<file path="config.mk">
export PLATFORM = sky130hd
export DESIGN_NAME = segment_capture_flat
export DESIGN_NICKNAME = d
export VERILOG_FILES = /design/src/rtl/segment_capture_pkg.sv /design/src/rtl/segment_capture_if.sv /design/src/rtl/segment_capture_decode.sv /design/src/rtl/segment_capture.sv /design/src/flat_wrapper.sv
export SDC_FILE = /design/constraint.sdc
export NUM_CORES = 1
export LEC_CHECK = 0
export ABC_AREA = 1
export CAP_MARGIN = 20
export CORE_UTILIZATION = 50
export DETAILED_ROUTE_END_ITERATION = 10
export PLACE_DENSITY = 0.73
export SYNTH_ARGS = -nofsm -noshare
export SYNTH_HDL_FRONTEND = slang
export SYNTH_SLANG_ARGS = --single-unit
export TNS_END_PERCENT = 1
</file>
<file path="constraint.sdc">
create_clock -name clk -period 3.1 [get_ports clk]
set_input_delay 0.775 -clock clk [delete_from_list [all_inputs] [get_ports clk]]
set_output_delay 0.775 -clock clk [all_outputs]
set_load 0.02 [all_outputs]
</file>
<file path="src/rtl/segment_capture_pkg.sv">
// -----------------------------------------------------------------------------
// seg_pkg
// Shared definitions for the 7-segment display path:
//   SEG_*      active-high segment patterns {a,b,c,d,e,f,g}; a is bit 6
//   AN_*       active-low anode selects, one per digit, plus the all-off value
//   frame_state_t  frame assembly state used by segment_capture
// -----------------------------------------------------------------------------
package seg_pkg;

    localparam logic [6:0] SEG_0 = 7'b1111110;
    localparam logic [6:0] SEG_1 = 7'b0110000;
    localparam logic [6:0] SEG_2 = 7'b1101101;
    localparam logic [6:0] SEG_3 = 7'b1111001;
    localparam logic [6:0] SEG_4 = 7'b0110011;
    localparam logic [6:0] SEG_5 = 7'b1011011;
    localparam logic [6:0] SEG_6 = 7'b1011111;
    localparam logic [6:0] SEG_7 = 7'b1110000;
    localparam logic [6:0] SEG_8 = 7'b1111111;
    localparam logic [6:0] SEG_9 = 7'b1111011;
    localparam logic [6:0] SEG_A = 7'b1110111;
    localparam logic [6:0] SEG_C = 7'b1001110;
    localparam logic [6:0] SEG_E = 7'b1001111;
    localparam logic [6:0] SEG_F = 7'b1000111;

    localparam logic [3:0] AN_DIG0 = 4'b1110;
    localparam logic [3:0] AN_DIG1 = 4'b1101;
    localparam logic [3:0] AN_DIG2 = 4'b1011;
    localparam logic [3:0] AN_DIG3 = 4'b0111;
    localparam logic [3:0] AN_NONE = 4'b1111;

    // COLLECTn means digit n is the next one expected in the scan
    typedef enum logic [1:0] {
        ST_IDLE     = 2'd0,
        ST_COLLECT1 = 2'd1,
        ST_COLLECT2 = 2'd2,
        ST_COLLECT3 = 2'd3
    } frame_state_t;

endpackage

</file>
<file path="src/rtl/segment_capture_if.sv">
// -----------------------------------------------------------------------------
// segment_capture_if
// Captured-frame valid/ready channel.
//   digits       16  digits[4i+3:4i] = digit i
//   dots          4  dots[i] = digit i decimal point, active-high
//   frame_valid   1  frame available, held until accepted
//   frame_ready   1  consumer accepts on frame_valid && frame_ready
// master = frame producer (segment_capture), slave = consumer.
// -----------------------------------------------------------------------------
interface segment_capture_if;

    logic [15:0] digits;
    logic [3:0]  dots;
    logic        frame_valid;
    logic        frame_ready;

    modport master (
        output digits,
        output dots,
        output frame_valid,
        input  frame_ready
    );

    modport slave (
        input  digits,
        input  dots,
        input  frame_valid,
        output frame_ready
    );

endinterface

</file>
<file path="src/rtl/segment_capture_decode.sv">
// -----------------------------------------------------------------------------
// seg7_decode
// Combinational reverse lookup of an active-high segment pattern.
//   i_seg    7  pattern {a,b,c,d,e,f,g}, active-high
//   o_hit    1  pattern is one of the 14 known glyphs
//   o_value  4  decoded value (0 when o_hit is low)
// -----------------------------------------------------------------------------
module seg7_decode
    import seg_pkg::*;
(
    input  logic [6:0] i_seg,
    output logic       o_hit,
    output logic [3:0] o_value
);

    always_comb begin
        o_hit   = 1'b1;
        o_value = 4'h0;
        case (i_seg)
            SEG_0:   o_value = 4'h0;
            SEG_1:   o_value = 4'h1;
            SEG_2:   o_value = 4'h2;
            SEG_3:   o_value = 4'h3;
            SEG_4:   o_value = 4'h4;
            SEG_5:   o_value = 4'h5;
            SEG_6:   o_value = 4'h6;
            SEG_7:   o_value = 4'h7;
            SEG_8:   o_value = 4'h8;
            SEG_9:   o_value = 4'h9;
            SEG_A:   o_value = 4'hA;
            SEG_C:   o_value = 4'hC;
            SEG_E:   o_value = 4'hE;
            SEG_F:   o_value = 4'hF;
            default: o_hit   = 1'b0;
        endcase
    end

endmodule

</file>
<file path="src/rtl/segment_capture.sv">
// -----------------------------------------------------------------------------
// segment_capture
// Watches a multiplexed 4-digit 7-segment bus, samples each digit once its
// dwell has settled, decodes it and assembles complete 0,1,2,3 scans into
// frames on a valid/ready channel.
//   clk          system clock
//   rst          synchronous active-high reset
//   i_an     4   anodes, active-low (i_an[i] low selects digit i)
//   i_seg    7   cathodes {ca..cg}, active-low
//   i_dp     1   decimal point, active-low
//   frame_if     master side of segment_capture_if (digits/dots/valid/ready)
//   o_seg_err 1  pulse: undecodable pattern or several anodes low
//   o_overrun 1  pulse: new frame replaced an unaccepted one
// -----------------------------------------------------------------------------
module segment_capture
    import seg_pkg::*;
#(
    parameter int STABLE_CYCLES = 4
) (
    input  logic                      clk,
    input  logic                      rst,
    input  logic [3:0]                i_an,
    input  logic [6:0]                i_seg,
    input  logic                      i_dp,
    segment_capture_if.master         frame_if,
    output logic                      o_seg_err,
    output logic                      o_overrun
);

    localparam logic [7:0] STROBE_AT = 8'(STABLE_CYCLES - 1);

    logic [3:0]   r_an;
    logic [6:0]   r_seg;
    logic         r_dp;
    logic [3:0]   r_anPrev;
    logic [6:0]   r_segPrev;
    logic         r_dpPrev;
    logic [7:0]   r_stableCnt;

    frame_state_t r_state;
    logic [11:0]  r_shadowDigits;
    logic [2:0]   r_shadowDots;
    logic [15:0]  r_digits;
    logic [3:0]   r_dots;
    logic         r_frameValid;
    logic         r_segErr;
    logic         r_overrun;

    logic         w_change;
    logic         w_strobe;
    logic [1:0]   w_anIdx;
    logic         w_anOne;
    logic         w_anNone;
    logic         w_anMulti;
    logic [6:0]   w_segHigh;
    logic         w_hit;
    logic [3:0]   w_value;

    // Input registers reset to the idle bus (everything off) so that a
    // stable idle bus after reset never looks like a multi-anode error.
    always_ff @(posedge clk) begin
        if (rst) begin
            r_an        <= AN_NONE;
            r_seg       <= 7'h7F;
            r_dp        <= 1'b1;
            r_anPrev    <= AN_NONE;
            r_segPrev   <= 7'h7F;
            r_dpPrev    <= 1'b1;
            r_stableCnt <= 8'd0;
        end else begin
            r_an      <= i_an;
            r_seg     <= i_seg;
            r_dp      <= i_dp;
            r_anPrev  <= r_an;
            r_segPrev <= r_seg;
            r_dpPrev  <= r_dp;
            if (w_change) begin
                r_stableCnt <= 8'd0;
            end else if (r_stableCnt != 8'hFF) begin
                r_stableCnt <= r_stableCnt + 8'd1;
            end
        end
    end

    assign w_change = ({r_an, r_seg, r_dp} != {r_anPrev, r_segPrev, r_dpPrev});

    // The counter passes STROBE_AT only once per dwell, so this fires once.
    assign w_strobe = !w_change && (r_stableCnt == STROBE_AT);

    always_comb begin
        w_anIdx  = 2'd0;
        w_anOne  = 1'b0;
        w_anNone = 1'b0;
        case (r_an)
            AN_DIG0: begin w_anOne = 1'b1; w_anIdx = 2'd0; end
            AN_DIG1: begin w_anOne = 1'b1; w_anIdx = 2'd1; end
            AN_DIG2: begin w_anOne = 1'b1; w_anIdx = 2'd2; end
            AN_DIG3: begin w_anOne = 1'b1; w_anIdx = 2'd3; end
            AN_NONE: w_anNone = 1'b1;
            default: ;
        endcase
    end

    assign w_anMulti = !w_anOne && !w_anNone;
    assign w_segHigh = ~r_seg;

    seg7_decode u_decode (
        .i_seg   (w_segHigh),
        .o_hit   (w_hit),
        .o_value (w_value)
    );

    // Frame assembly. Digit 0 always (re)starts a frame; an out-of-order
    // digit silently drops the partial frame. Digit 3 commits straight into
    // the output registers, so the frame appears one clock after its strobe.
    always_ff @(posedge clk) begin
        if (rst) begin
            r_state        <= ST_IDLE;
            r_shadowDigits <= 12'd0;
            r_shadowDots   <= 3'd0;
            r_digits       <= 16'd0;
            r_dots         <= 4'd0;
            r_frameValid   <= 1'b0;
            r_segErr       <= 1'b0;
            r_overrun      <= 1'b0;
        end else begin
            r_segErr  <= 1'b0;
            r_overrun <= 1'b0;
            if (r_frameValid && frame_if.frame_ready) begin
                r_frameValid <= 1'b0;
            end
            if (w_strobe && !w_anNone) begin
                if (w_anMulti || !w_hit) begin
                    r_segErr <= 1'b1;
                    r_state  <= ST_IDLE;
                end else if (w_anIdx == 2'd0) begin
                    r_shadowDigits[3:0] <= w_value;
                    r_shadowDots[0]     <= ~r_dp;
                    r_state             <= ST_COLLECT1;
                end else begin
                    case (r_state)
                        ST_COLLECT1: begin
                            if (w_anIdx == 2'd1) begin
                                r_shadowDigits[7:4] <= w_value;
                                r_shadowDots[1]     <= ~r_dp;
                                r_state             <= ST_COLLECT2;
                            end else begin
                                r_state <= ST_IDLE;
                            end
                        end
                        ST_COLLECT2: begin
                            if (w_anIdx == 2'd2) begin
                                r_shadowDigits[11:8] <= w_value;
                                r_shadowDots[2]      <= ~r_dp;
                                r_state              <= ST_COLLECT3;
                            end else begin
                                r_state <= ST_IDLE;
                            end
                        end
                        ST_COLLECT3: begin
                            if (w_anIdx == 2'd3) begin
                                r_digits     <= {w_value, r_shadowDigits};
                                r_dots       <= {~r_dp, r_shadowDots};
                                r_frameValid <= 1'b1;
                                if (r_frameValid && !frame_if.frame_ready) begin
                                    r_overrun <= 1'b1;
                                end
                            end
                            r_state <= ST_IDLE;
                        end
                        default: r_state <= ST_IDLE;
                    endcase
                end
            end
        end
    end

    assign frame_if.digits      = r_digits;
    assign frame_if.dots        = r_dots;
    assign frame_if.frame_valid = r_frameValid;
    assign o_seg_err            = r_segErr;
    assign o_overrun            = r_overrun;

endmodule

</file>
<file path="src/flat_wrapper.sv">
// flat-port wrapper written by rule: the top's interface ports become plain ports
module segment_capture_flat import seg_pkg::*;
#(
    parameter int STABLE_CYCLES = 4
)
  (clk, rst, i_an, i_seg, i_dp, o_seg_err, o_overrun, frame_if_digits, frame_if_dots, frame_if_frame_valid, frame_if_frame_ready);
  segment_capture_if frame_if_i ();
  input  logic clk;
  input  logic rst;
  input  logic [3:0] i_an;
  input  logic [6:0] i_seg;
  input  logic i_dp;
  output logic o_seg_err;
  output logic o_overrun;
  output wire logic [$bits(frame_if_i.digits)-1:0] frame_if_digits;
  output wire logic [$bits(frame_if_i.dots)-1:0] frame_if_dots;
  output wire logic [$bits(frame_if_i.frame_valid)-1:0] frame_if_frame_valid;
  input wire logic [$bits(frame_if_i.frame_ready)-1:0] frame_if_frame_ready;
  assign frame_if_digits = frame_if_i.digits;
  assign frame_if_dots = frame_if_i.dots;
  assign frame_if_frame_valid = frame_if_i.frame_valid;
  assign frame_if_i.frame_ready = frame_if_frame_ready;
  segment_capture #(.STABLE_CYCLES(STABLE_CYCLES)) u_core (.clk(clk), .rst(rst), .i_an(i_an), .i_seg(i_seg), .i_dp(i_dp), .frame_if(frame_if_i), .o_seg_err(o_seg_err), .o_overrun(o_overrun));
endmodule
</file>
# Word-level counts from Yosys, hierarchy flattened
# Cells that the tools add are included.
# op_classes
n_addsub,1
n_reduce_logical,21
n_eq_ne,28
bitwise_logic,7
muxes,18
# op_table
cell,count
"7-bit equality test, second input constant",12
4-bit case mux with 13 select lines,1
"4-bit equality test, second input constant",4
5-bit AND reduction,3
"7-bit by 6-bit equality test with 1-bit output, second input constant",2
14-bit OR reduction,1
12-bit != test,1
1-bit 2-to-1 mux,11
"8-bit by 1-bit adder with 8-bit output, second input constant",1
"2-bit equality test, second input constant",4
"8-bit by 2-bit equality test with 1-bit output, second input constant",1
2-bit 2-to-1 mux,4
"8-bit != test, second input constant",1
7-bit inverter,1
1-bit inverter,6
2-bit case mux with 3 select lines,1
6-bit OR reduction,1
1-bit logical AND,5
1-bit logical NOT,5
"2-bit by 1-bit equality test with 1-bit output, second input constant",2
"4-bit by 3-bit equality test with 1-bit output, second input constant",1
2-bit case mux with 2 select lines,1
2-bit OR reduction,2
4-bit OR reduction,1
3 further kinds,3
# totals
output_inout_bits,23
register_bits,72
word_cells,94

# Logic depth before layout (Yosys ltp)
# depth
word_depth,8
mapped_depth,13
ltp_nobuf,13

# Modules after synthesis
# Synthesis repeated with hierarchy kept, for this count alone.
# hier_totals
cells_unflattened,477
area_unflattened_um2,3390.8
# modules_own_cells
module,cells_per_inst,n_inst,area_per_inst_um2,seq_area_each_um2
segment_capture,414,1,3047.9,1441.4
seg7_decode,63,1,342.8,0.0

# Least setup slack after synthesis
# OpenSTA, ideal clock, no wires.
# synth_path
path_type,register to register
start,reg u_core.r_seg[4]
end,"reg u_core.r_digits[14], in the netlist u_core.frame_if.digits[14]"
path_slack_ps,1473
period_less_slack_ps,1627
path_stages_with_launch,13
t_arrival_ps,1512
setup_time_ps,116
path_buffers,1
required_time_ps,2984
path_cell_list,dfxtp_1 nand2_2 nor2_2 nand2_1 nand2_2 nor2_2 nand3_4 nand2_4 nor2_4 inv_4 buf_6 nor2_1 nor2_1
# synth_via
elab_chain_cells,8
# synth_lines
element,line,rtl
from (decl),segment_capture.sv:33,logic [6:0] r_seg;
from (signal assigned),segment_capture.sv:72,r_seg <= i_seg;
7-bit inverter,segment_capture.sv:105,assign w_segHigh = ~r_seg;
7-bit equality test or 7-bit by 6-bit equality test with 1-bit output (tied branches),segment_capture_decode.sv:19,case (i_seg)
14-bit OR reduction (no line),-,
1-bit 2-to-1 mux,segment_capture_decode.sv:19,
1-bit logical NOT,segment_capture.sv:133,if (w_anMulti || !w_hit) begin
1-bit logical OR,segment_capture.sv:133,
1-bit inverter (no line),-,
5-bit AND reduction (no line),-,
to (signal assigned),segment_capture.sv:162,"r_digits <= {w_value, r_shadowDigits};"
to (decl),segment_capture.sv:43,logic [15:0] r_digits;
# Several ways; a longest one is shown, not always the timed one.
# A chain may end at the register's enable or synchronous reset.

# Worst setup path in the final report
# layout_path
start,reg u_core.r_seg[4]
end,"reg u_core.r_digits[11], in the netlist u_core.frame_if.digits[11]"
# layout_via
elab_chain_cells,8
# layout_lines
element,line
7-bit inverter,segment_capture.sv:105
7-bit equality test or 7-bit by 6-bit equality test with 1-bit output (tied branches),segment_capture_decode.sv:19
14-bit OR reduction (no line),-
1-bit 2-to-1 mux,segment_capture_decode.sv:19
1-bit logical NOT,segment_capture.sv:133
1-bit logical OR,segment_capture.sv:133
1-bit inverter (no line),-
5-bit AND reduction (no line) (*),-
# Mark *: on every way between the ends. The rest lies on a longest branch, timed or not.

==> impl_summary.md <==
STA
In the finished design, the share of the clock period the worst path needs comes to 0.6929. The minimum hold slack is 0.4889 ns. The worst pin sits at a relative slew slack of 0.5667. The final critical path time including I/O delays and setup is ~2.1 ns. The final setup violation count is 0. At the pin with the least slew margin, the transition time is around 0.65 ns.

Derived from the worst setup path, the maximum achievable clock frequency is ~0.47 GHz. The worst clock skew is 0.007933 ns. Setup repair after global routing left no endpoint under its margin. In the final timing run, aggregate negative setup slack is 0 ns. The count of endpoints failing hold in the final timing report came to 0. The final-report max-slew violation count is 0.

Critical path
The critical path starts at u_core.r_seg[4]. For this run, the slowest stage of the critical path takes around 0.52 ns. The startpoint identified for the worst register-to-register timing path is u_core.r_seg[4].

The number of cells traversed by the worst register-to-register path is 11. The path type of the worst setup path is reg2reg. The sum of buffers and inverters on the critical path is 1. In this design, the largest share of critical-path delay is due to simple AND/OR/NAND/NOR gates. The worst endpoint data arrival time is about 2.4 ns. The critical path crosses 11 cells after its start point.

Among all stages on the critical path, the largest delay is contributed by sky130_fd_sc_hd__dfxtp_1. The highest net fanout along the worst path is 22. STA puts the critical path data required time at roughly 3.3 ns.

The type of destination of the critical path is a register. The type of origin of the critical path is a register. The critical path goes through nand2_2 -> nor2_2 -> nand2_1 -> nand2_2 -> nor2_2 -> nand3_4 -> nand2_4 -> nor2_4 -> inv_4 -> nor2_1 -> nor2_1.

Clocking
The later-pin clock latency in the skew report is 0.34 ns. The H-tree was split into 3 levels. The clock-pin slew on the worst setup and hold paths is roughly 0.070 ns. The post-cts gate resize count is 0. The clock root buffer master is sky130_fd_sc_hd__clkbuf_8. The hold buffer count at cts is 0. In this run, CTS created clock tree buffers numbering 9.

The clock passes through at most 2 buffers. The number of setup buffers added after CTS is 0. The sink count of the clock tree is between 70 and 80. TritonCTS built the clock tree.

Route
Dividing the detail-routed wire length by the instance count gives 10.94 µm. The count of nets left with antenna violations once routing finished came out at 0. The detailed-route DRC error count is 0.

The total wirelength of the detailed-routed design is about 6.3 mm. The first detailed-routing pass took 4 iterations. The vias per cell is between 4 and 5. The detailed router placed ~2.8k vias in this run.

The number of DRC markers after the initial detailed-route iteration is approximately 130.

Placed design
Detailed placement ended at an HPWL of between 4 and 5 mm. Including well taps, the total number of placed cells is approximately 560. The congestion estimate from routability-driven global placement came to 0.8935. The number of port buffers is 37.

After detailed placement, the total cell area comes to between 0.003 and 0.004 mm².

Floorplan
The total area inside the core boundary comes to approximately 0.0061 mm². The number of top-level pins is 38. The floorplan die width is between 80 and 90 µm. The die covers 0.006789 mm². The floorplan has 28 rows.

The die boundary height is slightly above 80 µm. For this configuration, the core starts out at a cell density of 0.5332.

Yosys
The share of synthesized area occupied by flip-flops and latches is 0.4460. Measured against the total synthesized area, the mux share comes to 0. The Yosys step of the flow raised 0 warnings. Summing every instance area after synthesis gives about 0.0032 mm². Of the total synthesized cell area, the portion taken by full adders, half adders and majority gates is 0.01549.

The flop and latch count out of synthesis is 72. The post-synth net total is between 400 and 500. The share of async-settable or async-resettable flops after synthesis is 0. The count of flip-flops with a built-in enable after synthesis is 0. After synthesis, the largest family of logic cells by area is simple AND/OR/NAND/NOR gates. The post-synthesis compound-gate area fraction was 0.06272.

The average instance in the mapped netlist occupies just over 7 µm². The predominant post-synthesis flop cell is sky130_fd_sc_hd__dfxtp_1. Synthesis produced a netlist whose cell count is roughly 450. The XOR/XNOR share of the synthesized area is 0.03794. In this run, distinct cell masters in the synthesized netlist total 30.

Of the total synthesized cell area, the portion taken by AND, OR, NAND and NOR gates is 0.3519.

Global route
The number of antenna violations at the first check in global routing is 0. The first-pass GRT wire length is between 10 and 15 mm. Across every metal layer, demand over resource in global routing totals 0.2158. The global route total overflow is 0. The largest net degree at the start of global routing is 48. The number of global-route vias before repair came to roughly 2.6k.

Status
The flow ran to the end, and the final reports show no timing, DRC or antenna violations.

Finish
The area growth from synthesis to layout is 19.90%. For this run, the number of standard cells in the final layout without fillers is 574. Counting the fill cells in the layout gives 549. In the layout the commonest cells are sky130_fd_sc_hd__nand2_1 (104), sky130_fd_sc_hd__nor2_1 (98), sky130_fd_sc_hd__dfxtp_1 (72), sky130_fd_sc_hd__inv_1 (51), sky130_fd_sc_hd__clkdlybuf4s50_1 (37). The net total in the final layout is 513. The number of antenna diodes in the final layout is 0. The final standard cell area without fillers is 0.003875 mm². The fraction of layout instances using a drive strength above 1 is 0.1022. Leaving out fill and tap cells, the most frequent cell in the layout is sky130_fd_sc_hd__nand2_1.

Worst hold path
The hold path startpoint is u_core.r_stableCnt[1]. The worst min-delay path class is reg2reg. Counting instances, the worst hold path has a depth of 2.

Run
Max-cap violations in this run came to 0.

Power and ir drop
The power per cell area is 491.5 mW/mm². The leakage component of the power is 1.874 nW. The largest voltage drop on the vdd net is approximately 0.00037 V.
[synthesized netlist by cell type, drive strengths merged (4+ instances only)]
cell type	number	share of area
nand4	9	0.017
buf	5	0.015
nor2	106	0.13
xor2	6	0.016
or2	14	0.027
a21oi	11	0.018
nand2	109	0.13
clkbuf	5	0.0058
nor3	8	0.017
inv	55	0.065
xnor2	8	0.022
o21ai	24	0.037
nand3	15	0.027
dfxtp	72	0.45
ha	4	0.015
[kinds of logic (layout without fill, tap and decap cells)]
| logic type | count (synthesis) | count (layout) |
|---|---|---|
| AND/OR/NAND/NOR | 261 | 261 |
| AO/OA/AOI/OAI | 38 | 38 |
| XOR/XNOR | 14 | 14 |
| adder cells (fa/ha/maj) | 4 | 4 |
| buffers and inverters | 65 | 110 |
| flip-flops | 72 | 72 |
[power by group]
part | switching [mW] | internal, mW | total [mW]
registers | 0.0180 | 0.939 | 0.957
logic | 0.0562 | 0.0465 | 0.103
clock network | 0.324 | 0.520 | 0.845
total | 0.398 | 1.51 | 1.90
[tightest hold or removal path, delay by kind of cell, from the launching register on]
kind,cells,cell delay (ns)
AO/OA/AOI/OAI,1,0.05
flip-flops,1,0.33
AND/OR/NAND/NOR,1,0.06
[through the flow]
stage                     power [mW]  setup WS (ns)  utilization
after floorplan                1.044          1.473            -
after global placement         1.078         0.9612       0.6010
after detailed placement       1.081         0.9076       0.6010
after CTS                      1.924         0.9152       0.6393
after global routing           1.986         0.7054       0.6393
final                          1.905         0.9521       0.6393
[sequential cells by signal, summed over array words and instances (netlist names)]
signal	cells
u_core.frame_if.digits	16
u_core.r_shadowDigits	12
u_core.r_stableCnt	8
u_core.r_segPrev	7
u_core.r_seg	7
u_core.frame_if.dots	4
u_core.r_anPrev	4
u_core.r_an	4
u_core.r_shadowDots	3
u_core.r_state	2
u_core.frame_if.frame_valid	1
u_core.o_overrun	1
u_core.o_seg_err	1
u_core.r_dp	1
u_core.r_dpPrev	1
[path summary, 6_finish.rpt]
path,to,slack (ns)
worst max-delay path,u_core.frame_if.digits[11],0.95
worst min register to register,u_core.r_stableCnt[1],0.49
worst max register to register,u_core.frame_if.digits[11],0.95
worst min-delay path,u_core.r_stableCnt[1],0.49
[area by class of cell]
| type | count | area, µm² | area share |
|---|---|---|---|
| inverter | 55 | 209.0 | 0.05392 |
| clock buffer | 14 | 172.7 | 0.04456 |
| sequential | 72 | 1441 | 0.3720 |
| tap | 75 | 93.84 | 0.02422 |
| timing repair buffer | 39 | 385.4 | 0.09945 |
| clock inverter | 2 | 60.06 | 0.01550 |
| multi-input combinational | 317 | 1513 | 0.3904 |
[routing by layer]
metal,vias up,track usage,part of all wire
met5,-,0,0
met4,0,0.06316,0.012
met3,10,0.06703,0.045
met2,44,0.3678,0.47
met1,1267,0.2595,0.47
li1,1476,-,-
No activity file was read; power rests on OpenSTA's default activity.
